### config.mk
export PLATFORM = sky130hd
export DESIGN_NAME = pipe_stall_ctrl
export DESIGN_NICKNAME = d
export VERILOG_FILES = /design/src/rtl/pipe_ctrl_pkg.sv /design/src/rtl/stall_timer.sv /design/src/rtl/pipe_stall_ctrl.sv
export SDC_FILE = /design/constraint.sdc
export NUM_CORES = 1
export LEC_CHECK = 0
export ABC_AREA = 1
export CAP_MARGIN = 20
export CORE_MARGIN = 10
export CORE_UTILIZATION = 52
export DETAILED_ROUTE_END_ITERATION = 10
export PLACE_DENSITY = 0.86
export SYNTH_ARGS = -nofsm -noshare
export SYNTH_HDL_FRONTEND = slang
export SYNTH_SLANG_ARGS = --single-unit
### constraint.sdc
create_clock -name clk -period 3.4 [get_ports clk]
set_input_delay 0.85 -clock clk [delete_from_list [all_inputs] [get_ports clk]]
set_output_delay 0.85 -clock clk [all_outputs]
set_load 0.01 [all_outputs]
### src/rtl/pipe_ctrl_pkg.sv
// Shared definitions for the pipeline stall/flush controller:
// FSM state encoding, default memory timeout and the control-word layout.
// Optional build macro used by the controller: STALL_PERF_CNT_EN.
package pipe_ctrl_pkg;

    // Encoding is visible on the state output, so the values are fixed.
    typedef enum logic [1:0] {
        ST_RUN      = 2'd0,
        ST_MEM_WAIT = 2'd1,
        ST_MDU_WAIT = 2'd2
    } ctrl_state_e;

    localparam int unsigned MEM_TIMEOUT_DEFAULT = 255;
    localparam int          TIMER_W             = 8;

    // Pipeline control word. Field order matches the constants below.
    typedef struct packed {
        logic pc_write;
        logic ifid_write;
        logic ifid_flush;
        logic idex_flush;
        logic exmem_hold;
        logic exmem_flush;
    } ctrl_out_t;

    // Normal advance: everything moves, nothing is squashed.
    localparam ctrl_out_t CTL_NONE     = 6'b110000;
    // Memory stall: front end frozen, back end held in place.
    localparam ctrl_out_t CTL_MEM      = 6'b000010;
    // Mul/div stall: front end frozen, bubble pushed into EX/MEM.
    localparam ctrl_out_t CTL_MDU      = 6'b000001;
    // Taken branch: PC redirects, wrong-path IF and ID are squashed.
    localparam ctrl_out_t CTL_BRANCH   = 6'b101100;
    // Load-use: PC and IF/ID held, one bubble into ID/EX.
    localparam ctrl_out_t CTL_LOAD_USE = 6'b000100;
    // Held in reset: nothing advances, all bubble stages squashed.
    localparam ctrl_out_t CTL_RESET    = 6'b000111;

endpackage

### src/rtl/stall_timer.sv
// Memory-wait timeout counter. A load starts the count at 1 (the first
// wait cycle), each enabled cycle advances it, and expire is high while
// the count equals TIMEOUT.
module stall_timer
    import pipe_ctrl_pkg::*;
#(
    parameter int unsigned TIMEOUT = MEM_TIMEOUT_DEFAULT
) (
    input  logic clk,
    input  logic rst_n,
    input  logic load_i,
    input  logic enable_i,
    output logic expire_o
);

    localparam logic [TIMER_W-1:0] LIMIT = TIMEOUT[TIMER_W-1:0];

    logic [TIMER_W-1:0] cnt_q;
    logic [TIMER_W-1:0] cnt_d;

    // Next count: load wins over advance; stop at all-ones so it never wraps.
    always_comb begin
        cnt_d = cnt_q;
        if (load_i) begin
            cnt_d = {{(TIMER_W-1){1'b0}}, 1'b1};
        end else if (enable_i && (cnt_q != {TIMER_W{1'b1}})) begin
            cnt_d = cnt_q + 1'b1;
        end
    end

    // Count register, cleared asynchronously.
    always_ff @(posedge clk or negedge rst_n) begin
        if (!rst_n) begin
            cnt_q <= '0;
        end else begin
            cnt_q <= cnt_d;
        end
    end

    assign expire_o = (cnt_q == LIMIT);

endmodule

### src/rtl/pipe_stall_ctrl.sv
// Pipeline stall/flush controller. Mealy outputs derived from the current
// wait state and this cycle's hazard inputs; state, timeout timer and the
// sticky mem_err flag are registered.
// Build macro STALL_PERF_CNT_EN adds a saturating 32-bit stall_cnt output
// counting cycles out of reset in which the PC is not written.
// Handshake note: mem_req/mem_ready and mdu_start/mdu_done are sampled
// every cycle; a stall lasts exactly as long as req & ~ready (or
// start & ~done) and releases in the same cycle ready/done rises.
module pipe_stall_ctrl
    import pipe_ctrl_pkg::*;
#(
    parameter int unsigned MEM_TIMEOUT = MEM_TIMEOUT_DEFAULT
) (
    input  logic        clk,
    input  logic        rst_n,
    input  logic        load_use,
    input  logic        branch_taken,
    input  logic        mem_req,
    input  logic        mem_ready,
    input  logic        mdu_start,
    input  logic        mdu_done,
    output logic        pc_write,
    output logic        ifid_write,
    output logic        ifid_flush,
    output logic        idex_flush,
    output logic        exmem_hold,
    output logic        exmem_flush,
    output logic [1:0]  state,
    output logic        mem_err
`ifdef STALL_PERF_CNT_EN
    ,
    output logic [31:0] stall_cnt
`endif
);

    ctrl_state_e state_q;
    ctrl_state_e state_d;
    logic        mem_err_q;
    logic        mem_err_d;
    ctrl_out_t   ctl;
    logic        timer_load;
    logic        timer_en;
    logic        timer_expire;
    logic        memstall;
    logic        mdustall;

    assign memstall = mem_req & ~mem_ready;
    assign mdustall = mdu_start & ~mdu_done;

    stall_timer #(
        .TIMEOUT (MEM_TIMEOUT)
    ) u_timer (
        .clk      (clk),
        .rst_n    (rst_n),
        .load_i   (timer_load),
        .enable_i (timer_en),
        .expire_o (timer_expire)
    );

    // Control decode and next-state selection; reset forces the squash word.
    always_comb begin
        state_d    = state_q;
        mem_err_d  = mem_err_q;
        ctl        = CTL_NONE;
        timer_load = 1'b0;
        timer_en   = 1'b0;
        case (state_q)
            ST_RUN: begin
                // Priority: memory > mul/div > branch > load-use.
                if (memstall) begin
                    ctl        = CTL_MEM;
                    state_d    = ST_MEM_WAIT;
                    timer_load = 1'b1;
                end else if (mdustall) begin
                    ctl     = CTL_MDU;
                    state_d = ST_MDU_WAIT;
                end else if (branch_taken) begin
                    ctl = CTL_BRANCH;
                end else if (load_use) begin
                    ctl = CTL_LOAD_USE;
                end
            end
            ST_MEM_WAIT: begin
                if (mem_ready) begin
                    state_d = ST_RUN;
                end else begin
                    ctl      = CTL_MEM;
                    timer_en = 1'b1;
                    // Give up on a memory that never answers.
                    if (timer_expire) begin
                        mem_err_d = 1'b1;
                        state_d   = ST_RUN;
                    end
                end
            end
            ST_MDU_WAIT: begin
                // A memory stall in MEM overrides the EX bubble with a hold.
                if (memstall) begin
                    ctl = CTL_MEM;
                end else if (mdu_done) begin
                    state_d = ST_RUN;
                end else begin
                    ctl = CTL_MDU;
                end
            end
            default: begin
                state_d = ST_RUN;
            end
        endcase
        if (!rst_n) begin
            ctl = CTL_RESET;
        end
    end

    // FSM state and sticky error flag.
    always_ff @(posedge clk or negedge rst_n) begin
        if (!rst_n) begin
            state_q   <= ST_RUN;
            mem_err_q <= 1'b0;
        end else begin
            state_q   <= state_d;
            mem_err_q <= mem_err_d;
        end
    end

    assign pc_write    = ctl.pc_write;
    assign ifid_write  = ctl.ifid_write;
    assign ifid_flush  = ctl.ifid_flush;
    assign idex_flush  = ctl.idex_flush;
    assign exmem_hold  = ctl.exmem_hold;
    assign exmem_flush = ctl.exmem_flush;
    assign state       = state_q;
    assign mem_err     = mem_err_q;

`ifdef STALL_PERF_CNT_EN
    logic [31:0] stall_cnt_q;

    // Count PC-stalled cycles, saturating at all-ones.
    always_ff @(posedge clk or negedge rst_n) begin
        if (!rst_n) begin
            stall_cnt_q <= '0;
        end else if (!ctl.pc_write && (stall_cnt_q != 32'hFFFF_FFFF)) begin
            stall_cnt_q <= stall_cnt_q + 32'd1;
        end
    end

    assign stall_cnt = stall_cnt_q;
`endif

endmodule

==> impl_metrics.ini <==
[status]
run_status = finished, final reports clean

[sta]
worst_slew_margin_rel = 0.716
grt_setup_unrepaired = false
finClkSkew_ns = 0.00191
finalSetupViolations = 0
fin_crit_ns = 3.33
fin_crit_sh = 0.980
finalSetupTns_ns = 0
tightest_slew_ns = 0.426
final-hold-violation-count = 0
drv_slew = 0
maxClockFrequency_mhz = 300

[cts]
cts_root_buf = sky130_fd_sc_hd__clkbuf_4
max-clock-path-buffers = 2
tritoncts_clock_tree = done
clk_latency_ns = 0.27
numClockSinks = 11
clock_transition_at_the_registers_of_the_reported_paths_ns = 0.07
htreeDepth = 1
cts_setup_buffers = 0
cts_buffers = 3

[detailed_routing]
avgViaCountPerCell = 5.15
drcViolationCount = 0
ant_nets = 0
number_of_vias_after_detailed_routing = 767
detail_route.first_pass.iterations = 4
routed_wire_length_per_instance_um = 12.6
wl_um = 1880
detail_route.iter0.violations = 25

[floorplanning]
io_pins = 17
die_height_um = 58.3
design.die.area_um2 = 3400
std_cell_rows = 13
initial_core_util = 0.571
core_area_um2 = 1330
die_width_um = 58.3

[global_route]
global_route.usage.total = 0.122
overflow = 0
grt_pass1_vias = 756
grt_antenna_before_repair = 0
global_route_wire_length_before_repair_um = 3370
grt_start_max_net_pins = 12

[yosys]
synthDominantCellAreaShare = 0.361
netlist_area_um2 = 762
synth-seq-cells = 11
synth_warnings = 0
synth_fp_nets = 122
synth_area_per_cell_um2 = 6.74
netlist-cell-type-count = 21
netlist_instances = 113
synthDominantAreaCellType = sky130_fd_sc_hd__dfrtp_1
largest_cells_by_area_after_synthesis = sky130_fd_sc_hd__dfrtp_1 (36%), sky130_fd_sc_hd__nand2_1 (16%), sky130_fd_sc_hd__nand3_1 (7.9%)
synth.yosys.seq_area_share = 0.361

[hold_path]
min_path_type = register to register
min-delay-start = mem_err
hold-path-endpoint = mem_err
holdPathStages = 1

[final_layout]
layout.cells.most_common = sky130_fd_sc_hd__nand2_1
fillerInstances = 114
area_used_by_multi_input_combinational_logic_um2 = 420
final_design_area_no_fill_um2 = 977
drive_gt1_frac = 0.127
layout.cells.most_common_list = sky130_fd_sc_hd__nand2_1 (33), sky130_fd_sc_hd__clkdlybuf4s50_1 (16), sky130_fd_sc_hd__inv_1 (15), sky130_fd_sc_hd__nor2_1 (15), sky130_fd_sc_hd__nand3_1 (12)
layout.nets = 144
syn2layout_area_growth_pct = 28.2
regArea_um2 = 275
antenna_cells = 0
final_core_util = 0.733

[setup_path]
reg2reg_from = u_timer.cnt_q[0]
critical_path_class = input port to output port
critical_path_arrival_ns = 2.48
required_time_of_the_worst_setup_path_ns = 2.55
rrSetupSlack_ns = 1.91
worst_setup_path_start_kind = input port
worstPathMaxFanout = 3
r2r_end = u_timer.cnt_q[7]
r2r.worst_path.cells = 6
worst_setup_path_end_kind = output port

[place]
io_buffers = 16
routabilityCongestion = 0.790
detailed_place_hpwl_um = 1500
place_area_um2 = 948

[job]
maxcap_viol_count = 0

[power_and_ir_drop]
power_leakage_uw = 0.000493
ir_drop_mv = 0.305
power_density_nw_per_um2 = 476
-- worst max-delay path, cell delays in order --
cell,delay (ns)
sky130_fd_sc_hd__clkdlybuf4s50_1,0.52
sky130_fd_sc_hd__nor2_1,0.08
sky130_fd_sc_hd__nor2_2,0.14
sky130_fd_sc_hd__nand2_1,0.10
sky130_fd_sc_hd__nor2_1,0.11
sky130_fd_sc_hd__nor2_1,0.05
sky130_fd_sc_hd__nor2_1,0.08
sky130_fd_sc_hd__clkdlybuf4s50_1,0.55
-- sequential cells by signal, summed over array words and instances, names as in the netlist --
| signal | cells |
|---|---|
| mem_err | 1 |
| state | 2 |
| u_timer.cnt_q | 8 |
-- cell type report --
class | instances | area share
timing repair buffer | 17 | 0.172
sequential | 11 | 0.282
inverter | 18 | 0.0704
multi-input combinational | 84 | 0.430
tap | 15 | 0.0192
clock buffer | 4 | 0.0269
-- routing by layer --
metal / track usage / share of wire / vias up
li1: - / - / 397
met1: 0.142 / 0.41 / 340
met2: 0.202 / 0.52 / 28
met3: 0.0458 / 0.068 / 2
met4: 0.0336 / 0.0053 / 0
met5: 0 / 0 / -
-- kinds of logic after synthesis --
logic type	count (synthesis)	synth area share
buffers and inverters	18	0.0903
AO/OA/AOI/OAI	9	0.0673
AND/OR/NAND/NOR	72	0.442
adder cells (fa/ha/maj)	1	0.0164
XOR/XNOR	2	0.0230
flip-flops	11	0.361
-- report_power, final --
part           switching [µW]  leakage [µW]  internal [µW]
clock                    46.2     0.0000150           45.5
sequential               33.8      0.000146            161
combinational             102      0.000331           75.7
total                     183      0.000493            283
-- worst max path at each step --
stage | start | endpoint | slack [ns]
floorplan | mem_req | idex_flush | 1.12
global route | mem_ready | pc_write | 0.02
detailed placement | mem_ready | pc_write | 0.02
finish | mem_ready | pc_write | 0.07
CTS | mem_ready | pc_write | 0.02
global placement | mem_ready | pc_write | 0.12
-- synthesized netlist by cell type --
master                     instances
sky130_fd_sc_hd__inv_1            15
sky130_fd_sc_hd__nor2_1           16
sky130_fd_sc_hd__nand4_1           2
sky130_fd_sc_hd__ha_1              1
sky130_fd_sc_hd__a21oi_1           1
sky130_fd_sc_hd__nand2_2           3
sky130_fd_sc_hd__xor2_1            2
sky130_fd_sc_hd__nor2_2            1
sky130_fd_sc_hd__dfrtp_1          11
sky130_fd_sc_hd__o21ai_1           1
sky130_fd_sc_hd__nand2_4           2
sky130_fd_sc_hd__clkinv_2          1
sky130_fd_sc_hd__inv_2             2
sky130_fd_sc_hd__o21bai_1          1
sky130_fd_sc_hd__nor2_4            2
sky130_fd_sc_hd__o21ai_0           4
sky130_fd_sc_hd__o211ai_1          1
sky130_fd_sc_hd__nand2_1          33
sky130_fd_sc_hd__a31oi_1           1
sky130_fd_sc_hd__nand3_2           1
sky130_fd_sc_hd__nand3_1          12
-- stage by stage --
step | std cells | worst slack, ns | power, µW | hold WS [ns]
final | 149 | 0.0692 | 465 | 0.483
after global routing | 149 | 0.0179 | 503 | 0.518
after CTS | 149 | 0.0209 | 466 | 0.489
after detailed placement | 145 | 0.0213 | 372 | 0.470
after global placement | 145 | 0.123 | 362 | 0.457
after floorplan | 113 | 1.12 | 306 | 0.487
-- timing repair --
item	in CTS	in global routing
hold buffers	0	0
resized for setup	0	1
endpoints found under the setup margin	0	2
endpoints found under the hold margin	0	0
No activity file was read; power rests on OpenSTA's default activity.
